## src/rtl/uart_tx_buffer_pkg.sv

```systemverilog
// Shared definitions for the UART transmit buffer: default widths and the
// drain FSM state encoding.
package uart_tx_buffer_pkg;

    localparam int unsigned TXB_DATA_W  = 8;
    localparam int unsigned TXB_DEPTH_W = 4;

    typedef enum logic [1:0] {
        ST_IDLE  = 2'd0,
        ST_ISSUE = 2'd1,
        ST_GUARD = 2'd2,
        ST_WAIT  = 2'd3
    } txb_state_e;

endpackage

```

## src/rtl/uart_tx_buffer_mem.sv

```systemverilog
// Simple dual-port register array for the TX buffer: synchronous write,
// asynchronous read. Contents are not reset.
module uart_tx_buffer_mem
    import uart_tx_buffer_pkg::*;
#(
    parameter int unsigned DATA_W = TXB_DATA_W,
    parameter int unsigned ADDR_W = TXB_DEPTH_W
) (
    input  logic              clk_i,
    input  logic              we_i,
    input  logic [ADDR_W-1:0] waddr_i,
    input  logic [DATA_W-1:0] wdata_i,
    input  logic [ADDR_W-1:0] raddr_i,
    output logic [DATA_W-1:0] rdata_o
);

    logic [DATA_W-1:0] r_mem [2**ADDR_W];

    always_ff @(posedge clk_i) begin
        if (we_i) begin
            r_mem[waddr_i] <= wdata_i;
        end
    end

    assign rdata_o = r_mem[raddr_i];

endmodule

```

## src/rtl/uart_tx_buffer.sv

```systemverilog
// UART transmit buffer: circular byte queue filled by TXDATA writes and
// drained one byte at a time into the uart_core through a 4-state handshake FSM.
module uart_tx_buffer
    import uart_tx_buffer_pkg::*;
#(
    parameter int unsigned DATA_W  = TXB_DATA_W,
    parameter int unsigned DEPTH_W = TXB_DEPTH_W
) (
    input  logic              clk_i,
    input  logic              arst_i,
    input  logic              cke_i,
    input  logic              rst_soft_i,
    input  logic              tx_en_i,
    input  logic              wr_en_i,
    input  logic [DATA_W-1:0] wr_data_i,
    output logic              full_o,
    output logic              empty_o,
    output logic [DEPTH_W:0]  level_o,
    output logic              overflow_o,
    input  logic              ovf_clr_i,
    input  logic              core_ready_i,
    output logic [DATA_W-1:0] core_data_o,
    output logic              core_wen_o
);

    localparam logic [DEPTH_W:0]   LVL_FULL = {1'b1, {DEPTH_W{1'b0}}};
    localparam logic [DEPTH_W:0]   LVL_ONE  = {{DEPTH_W{1'b0}}, 1'b1};
    localparam logic [DEPTH_W-1:0] PTR_ONE  = LVL_ONE[DEPTH_W-1:0];

    txb_state_e          r_state;
    logic [DEPTH_W-1:0]  r_wr_ptr;
    logic [DEPTH_W-1:0]  r_rd_ptr;
    logic [DEPTH_W:0]    r_level;
    logic                r_overflow;
    logic [DATA_W-1:0]   r_core_data;
    logic                r_core_wen;

    logic                w_full;
    logic                w_empty;
    logic                w_push;
    logic                w_drop;
    logic                w_pop;
    logic                w_mem_we;
    logic [DATA_W-1:0]   w_rd_data;

    // Full/empty come from the current level, so a push at full is dropped
    // even when a pop happens in the same cycle.
    assign w_full   = (r_level == LVL_FULL);
    assign w_empty  = (r_level == '0);
    assign w_push   = wr_en_i & ~w_full;
    assign w_drop   = wr_en_i & w_full;
    assign w_pop    = (r_state == ST_IDLE) & ~w_empty & tx_en_i & core_ready_i;
    assign w_mem_we = cke_i & ~rst_soft_i & w_push;

    uart_tx_buffer_mem #(
        .DATA_W (DATA_W),
        .ADDR_W (DEPTH_W)
    ) u_mem (
        .clk_i   (clk_i),
        .we_i    (w_mem_we),
        .waddr_i (r_wr_ptr),
        .wdata_i (wr_data_i),
        .raddr_i (r_rd_ptr),
        .rdata_o (w_rd_data)
    );

    always_ff @(posedge clk_i or posedge arst_i) begin
        if (arst_i) begin
            r_wr_ptr   <= '0;
            r_level    <= '0;
            r_overflow <= 1'b0;
        end else if (cke_i) begin
            if (rst_soft_i) begin
                r_wr_ptr   <= '0;
                r_level    <= '0;
                r_overflow <= 1'b0;
            end else begin
                if (w_push) begin
                    r_wr_ptr <= r_wr_ptr + PTR_ONE;
                end
                case ({w_push, w_pop})
                    2'b10:   r_level <= r_level + LVL_ONE;
                    2'b01:   r_level <= r_level - LVL_ONE;
                    default: r_level <= r_level;
                endcase
                if (w_drop) begin
                    r_overflow <= 1'b1;
                end else if (ovf_clr_i) begin
                    r_overflow <= 1'b0;
                end
            end
        end
    end

    always_ff @(posedge clk_i or posedge arst_i) begin
        if (arst_i) begin
            r_state     <= ST_IDLE;
            r_rd_ptr    <= '0;
            r_core_data <= '0;
            r_core_wen  <= 1'b0;
        end else if (cke_i) begin
            if (rst_soft_i) begin
                r_state    <= ST_IDLE;
                r_rd_ptr   <= '0;
                r_core_wen <= 1'b0;
            end else begin
                r_core_wen <= 1'b0;
                case (r_state)
                    ST_IDLE: begin
                        if (w_pop) begin
                            r_state     <= ST_ISSUE;
                            r_core_data <= w_rd_data;
                            r_rd_ptr    <= r_rd_ptr + PTR_ONE;
                            r_core_wen  <= 1'b1;
                        end
                    end
                    // GUARD gives the core one cycle to drop ready before it is sampled
                    ST_ISSUE: r_state <= ST_GUARD;
                    ST_GUARD: r_state <= ST_WAIT;
                    ST_WAIT: begin
                        if (core_ready_i) begin
                            r_state <= ST_IDLE;
                        end
                    end
                    default: r_state <= ST_IDLE;
                endcase
            end
        end
    end

    assign full_o      = w_full;
    assign empty_o     = w_empty;
    assign level_o     = r_level;
    assign overflow_o  = r_overflow;
    assign core_data_o = r_core_data;
    assign core_wen_o  = r_core_wen;

endmodule

```

## config.mk

```make
export PLATFORM = sky130hd
export DESIGN_NAME = uart_tx_buffer
export DESIGN_NICKNAME = d
export VERILOG_FILES = /design/src/rtl/uart_tx_buffer_pkg.sv /design/src/rtl/uart_tx_buffer_mem.sv /design/src/rtl/uart_tx_buffer.sv
export SDC_FILE = /design/constraint.sdc
export NUM_CORES = 1
export LEC_CHECK = 0
export BUFFER_PORTS_ARGS = -buffer_cell sky130_fd_sc_hd__buf_4
export CAP_MARGIN = 40
export CELL_PAD_IN_SITES_DETAIL_PLACEMENT = 0
export CELL_PAD_IN_SITES_GLOBAL_PLACEMENT = 1
export CORE_ASPECT_RATIO = 1.4
export CORE_UTILIZATION = 30
export CTS_CLUSTER_SIZE = 20
export DETAILED_ROUTE_END_ITERATION = 12
export GPL_TIMING_DRIVEN = 0
export PLACE_DENSITY = 0.59
export SLEW_MARGIN = 10
export SYNTH_ARGS = -nofsm -noshare
export SYNTH_HDL_FRONTEND = slang
export SYNTH_SLANG_ARGS = --single-unit
```

## constraint.sdc

```tcl
create_clock -name clk_i -period 2.8 [get_ports clk_i]
set_input_delay 0.28 -clock clk_i [delete_from_list [all_inputs] [get_ports clk_i]]
set_output_delay 0.28 -clock clk_i [all_outputs]
set_load 0.02 [all_outputs]
```

# Yosys cells after proc, flatten, opt, wreduce, memory -nomap -nowiden
# Memory sizes are Yosys's and may differ from the RTL's. A register that Yosys moved wholly into a read port is not among the register bits.
# Index checks and enable logic that the tools add are counted.
[totals]
ff_bits = 17
latch_bits = 0
ramBits = 128
romBits = 0
in_bits = 16
out_inout_bits = 17
word_cells = 61
n_memories = 1
[memory_table]
columns = ["name", "depth", "width", "read_ports", "rd_ports_with_merged_regs", "write_ports", "line", "text"]
rows = [
  ["u_mem.r_mem", 16, 8, 1, 1, 1, "uart_tx_buffer_mem.sv:17", "logic [DATA_W-1:0] r_mem [2**ADDR_W];"],
]
[classes]
addsub = 4
n_mul = 0
n_div = 0
magnitude_cmp = 0
n_eq_ne = 8
shifts = 0
muxes = 19
bitwise_logic = 10
n_reduce_logical = 13
[op_table]
columns = ["op", "n"]
rows = [
  ["$mux 4", 5],
  ["$pmux 5 s2", 1],
  ["$add 4x1->4 const B", 2],
  ["$mux 1", 8],
  ["$pmux 2 s4", 1],
  ["$and 1x1->1", 7],
  ["$eq 2x2->1 const B", 3],
  ["$mux 2", 3],
  ["$ne 3x3->1 const B", 2],
  ["$reduce_and 2->1", 3],
  ["$reduce_and 3->1", 2],
  ["$reduce_bool 2->1", 3],
  ["$reduce_bool 3->1", 2],
  ["$add 5x1->5 const B", 1],
  ["$eq 5x5->1 const B", 1],
  ["$logic_not 5->1", 1],
  ["$mux 5", 1],
  ["$sub 5x1->5 const B", 1],
  ["$eq 2x1->1 const B", 2],
  ["$reduce_and 4->1", 1],
  ["$not 1->1", 3],
  ["$logic_not 2->1", 1],
]

# Depth between registers and ports, before layout
[depth]
depth_word = 8
ltp_mapped = 11
mapped_depth_nobuf = 11

# Hierarchy
# A second synthesis with hierarchy kept.
[unflattened]
cells_unflattened = 345
area_unflattened_um2 = 6322.3
[by_module_without_submodules]
columns = ["mod", "instances", "cells_per_inst", "area_each_um2", "seq_area_each_um2"]
rows = [
  ["uart_tx_buffer_mem", 1, 221, 4987.3, 3843.7],
  ["uart_tx_buffer", 1, 124, 1335.0, 625.6],
]

# Worst setup path after synthesis
# OpenSTA, ideal clock, no wires.
[synth_path]
kind = "reg2reg"
from = "reg r_level[2], in the netlist level_o[2]"
to = "reg r_level[4], in the netlist level_o[4]"
setup_time_ns = 0.134
arrival_ns = 2.378
setup_slack_ns = 0.289
path_stages_with_launch = 11
synth_period_minus_slack_ns = 2.511
path_cell_list = "dfrtp_1 buf_6 o41a_1 a211oi_2 xor2_1 ha_1 or3_1 a21oi_1 a22oi_1 mux2i_1 o21ai_0"
[synth_between]
elab_chain_cells = 8
word_cells_on_any_way = 16
[synth_lines]
columns = ["element", "line", "text"]
rows = [
  ["from (decl)", "uart_tx_buffer.sv:33", "logic [DEPTH_W:0] r_level;"],
  ["from (signal assigned)", "uart_tx_buffer.sv:82", "2'b10: r_level <= r_level + LVL_ONE;"],
  ["from (signal assigned)", "uart_tx_buffer.sv:83", "2'b01: r_level <= r_level - LVL_ONE;"],
  ["from (signal assigned)", "uart_tx_buffer.sv:84", "default: r_level <= r_level;"],
  ["$logic_not 5->1", "uart_tx_buffer.sv:49", "assign w_empty = (r_level == '0);"],
  ["$not 1->1", "uart_tx_buffer.sv:52", "assign w_pop = (r_state == ST_IDLE) & ~w_empty & tx_en_i & core_ready_i;"],
  ["$and 1x1->1 (3 in series)", "uart_tx_buffer.sv:52", ""],
  ["$eq 2x1->1 or $eq 2x2->1 (tied branches)", "uart_tx_buffer.sv:81", "case ({w_push, w_pop})"],
  ["$pmux 5 s2 or $reduce_bool 3->1 (tied branches)", "n/a", ""],
  ["$mux 5 or $reduce_and 2->1 (tied branches)", "n/a", ""],
]
# Several ways; a longest one is shown, not always the timed one.
# A chain may end at the register's enable or synchronous reset.

# Worst setup path after layout
[layout_path]
from = "reg r_level[1], in the netlist level_o[1]"
to = "reg r_level[4], in the netlist level_o[4]"
# Same word-level chain as after synthesis.

==> qor.csv <==
stage;metric;value;unit
status;status;finished, violations left;
status;failing checks;DRC;
route;DR DRC count;4;
worst_setup_path;Setup crit start kind;flop;
logic_synthesis;Yosys cell types;48;
route;DRT iter0 DRCs;185;
floorplan;FP Rows;62;
sta;Worst Tran Pin Value;0.822;ns
pwr;Max VDD drop;0.415;mV
final_layout;layout cell share with drive strength beyond 1;28.2;%
worst_setup_path;FF-to-FF path depth;10;
logic_synthesis;number of synthesized flops with an enable pin;128;
pwr;sw frac;27.6;%
floorplan;area of the die;21800;um^2
pwr;clock share of power;37.9;%
final_layout;fin area;7550;um^2
sta;clock skew;0.00973;ns
sta;crit path time final;2.65;ns
route;Routed WL;14300;um
pwr;Seq pwr share;45.4;%
logic_synthesis;main combinational cell family by area after synthesis;multiplexers;
global_route;initial antenna violation count;0;
floorplan;die height;174;um
logic_synthesis;part of the Yosys area used for sequential elements;70.4;%
sta;Max Slew Vio Count;0;
route;TritonRoute pass-1 iters;8;
global_route;gr ovfl total;0;
worst_setup_path;reg2reg start;level_o[1];
worst_hold_path;hold depth;1;
clock_network;CTS max path bufs;2;
logic_synthesis;area of the mapped netlist;6350;um^2
worst_setup_path;Worst path slowest cell;o41a_1;
worst_setup_path;Buf/Inv on CP;1;
clock_network;worst skew pair latency;0.42;ns
worst_setup_path;CP top delay family;compound AO/OA/AOI/OAI gates;
global_route;largest net degree at the start of global routing;17;
sta;Setup-failing EPs final;0;
worst_hold_path;hold_sp;wr_data_i[1];
clock_network;CTS HTree Levels;4;
clock_network;clk sinks;153;
route;routed vias/inst;4.90;
placed_design;Port Buffers;32;
worst_setup_path;Critical Path End Type;flop;
job;max-cap viol count;0;
final_layout;post-layout util;36.6;%
pwr;PwrDens;780;nW/um^2
clock_network;Reg clk slew, reported paths;0.07;ns
final_layout;Inserted Diodes;0;
clock_network;Num CTS Buffers;17;
pwr;Int Power;0.00426;W
logic_synthesis;Synth Area in Compound Gates;4.98;%
worst_setup_path;Setup CP Type;reg2reg;
placed_design;GP Congestion;0.740;
logic_synthesis;asr flop ratio synth;16.3;%
route;antenna-violating nets left;0;
sta;Final Hold Fails;0;
worst_setup_path;Req. time, crit path;3.07;ns
pwr;Switch Pwr;0.00163;W
logic_synthesis;post-synthesis simple-gate area fraction;5.81;%
final_layout;Total Nets Final;434;
logic_synthesis;syn avg cell area;17.9;um^2
worst_setup_path;critical path cell sequence;buf_2 > o41a_1 > a211oi_4 > xor2_1 > ha_1 > or3_1 > a21oi_2 > a22oi_1 > mux2i_1 > o21ai_0;
placed_design;area of placed instances;6940;um^2
placed_design;worst slack, placed;0.0904;ns
final_layout;non-filler instance count after layout;678;
placed_design;HPWL Detailed;9890;um
sta;Slew HR;45.2;%
global_route;vias in the first global route;3554;
logic_synthesis;Syn Inst Count;354;
pwr;Comb power frac;16.7;%
final_layout;Area Overhead vs Synth;18.9;%
sta;setup TNS;0;ns
sta;Max Clk Rate;377;MHz
sta;Tcrit/Tclk final;94.8;%
clock_network;CTS tree;done;
floorplan;core area;20600;um^2
pwr;Leak;2.61;nW
logic_synthesis;Synth Area in XOR/XNOR;0.414;%
placed_design;Cells after DPL;643;
worst_hold_path;Tightest Hold Check Type;in2reg;
logic_synthesis;Synth Flop Type;edfxtp_1;
clock_network;CTS root buf;clkbuf_16;
route;DR vias;3320;
floorplan;I/O Pins;33;
final_layout;number of fill cells;1996;
logic_synthesis;mux cell area share after synthesis;14.9;%
worst_setup_path;Worst Path Arrival;2.93;ns
worst_setup_path;top fanout value on the critical path;9;
global_route;first-pass GRT wire length;21900;um
sta;PnR worst setup slack;0.145;ns
logic_synthesis;Post-Synthesis Net Count;379;
worst_setup_path;CP peak stage delay;0.43;ns
global_route;Tot GR Track Use;13.9;%
logic_synthesis;synth warn;0;
logic_synthesis;FF+latch count, synth;153;
route;WL/cell;21.1;um
logic_synthesis;Post-Synth Adder-Cell Area;1.77;%
worst_setup_path;FF-to-FF End;level_o[4];
worst_setup_path;R2R setup slack;0.15;ns
floorplan;initial core utilization;30.8;%
worst_hold_path;Hold EP;u_mem.r_mem[15][1];
floorplan;die width;125;um
==> synth_stat cells, types with 3 or more instances <==
| cell type | instances | area [um^2] |
|---|---|---|
| o221ai_1 | 8 | 70.1 |
| clkbuf_1 | 7 | 26.3 |
| o21ai_0 | 9 | 45.0 |
| mux2i_1 | 20 | 200 |
| buf_2 | 7 | 35.0 |
| dfrtp_1 | 25 | 626 |
| nor3_1 | 3 | 15.0 |
| nand2_1 | 17 | 63.8 |
| and2_1 | 16 | 100 |
| and3_1 | 8 | 50.1 |
| nor2_1 | 10 | 37.5 |
| nand3_1 | 3 | 15.0 |
| edfxtp_1 | 128 | 3840 |
| a21oi_1 | 4 | 20.0 |
| a22o_1 | 4 | 35.0 |
| ha_1 | 9 | 113 |
| inv_1 | 10 | 37.5 |
| mux4_2 | 32 | 721 |
==> sequential cells by signal, summed over array words and instances, names as in the netlist <==
signal       count
r_wr_ptr         4
overflow_o       1
r_rd_ptr         4
level_o          5
core_data_o      8
u_mem.r_mem    128
r_state          2
core_wen_o       1
==> cell type report <==
class,count,area [um^2],area share [%]
clock inverter,15,151,2.00
clock buffer,17,425,5.63
timing repair buffer,36,293,3.88
tap,256,320,4.24
multi-input combinational,175,1780,23.6
inverter,10,37.5,0.497
sequential,153,4470,59.2
buffer,16,77.6,1.03
==> power by group through the flow <==
stage | combinational, W | clock, W | sequential, W
floorplan | 0.000541 | 0 | 0.00277
global placement | 0.000954 | 0 | 0.00272
detailed placement | 0.000976 | 0 | 0.00272
CTS | 0.000982 | 0.00227 | 0.00268
global route | 0.00107 | 0.00236 | 0.00269
finish | 0.000983 | 0.00223 | 0.00268
==> worst max path at each step <==
stage	startpoint	endpoint	slack, ns	depth (start not counted)
finish	level_o[1]	level_o[4]	0.15	10
global route	level_o[1]	level_o[4]	-0.01	10
CTS	r_state[0]	level_o[4]	0.05	11
detailed placement	r_state[0]	level_o[4]	0.09	11
global placement	r_state[0]	level_o[4]	0.09	11
floorplan	level_o[2]	level_o[4]	0.29	10
==> per-layer routing <==
layer / vias up / share of wire [%] / GRT usage [%]
met5: - / 0 / 0
met4: 0 / 2.1 / 5.39
met3: 15 / 3.1 / 2.86
met2: 61 / 54 / 25.4
met1: 1719 / 41 / 15.9
li1: 1525 / - / -
==> through the flow <==
| stage | total power [W] | hold slack (ns) |
|---|---|---|
| 2_1_floorplan | 0.00332 | 0.307 |
| 3_3_place_gp | 0.00367 | 0.503 |
| 3_5_place_dp | 0.00370 | 0.398 |
| 4_1_cts | 0.00592 | 0.187 |
| 5_1_grt | 0.00612 | 0.198 |
| 6_report | 0.00589 | 0.203 |
==> layout by cell type, fill, tap and decap left out, types with 8 or more instances in the layout <==
cell type and count:
edfxtp_1 128, buf_4 34, mux4_2 32, dfrtp_1 25, mux2i_1 20, nand2_1 17
clkbuf_16 17, and2_1 16, inv_1 10, nor2_1 10, o21ai_0 9, ha_1 9
and3_1 8, o221ai_1 8, inv_6 8
==> kinds of logic after synthesis <==
| group | after synthesis |
|---|---|
| flops | 153 |
| mux | 54 |
| compound gates | 42 |
| xor+xnor | 3 |
| simple gates | 67 |
| buf+inv | 26 |
| fa+ha+maj | 9 |
==> repair_timing <==
item | 4_1_cts | 5_1_grt
resized for setup | 0 | 2
hold endpoints to repair | 11 | 0
hold buffers | 1 | 0
setup buffers | 0 | 2
setup endpoints to repair | 0 | 1
Power figures use the tool's default switching activity.
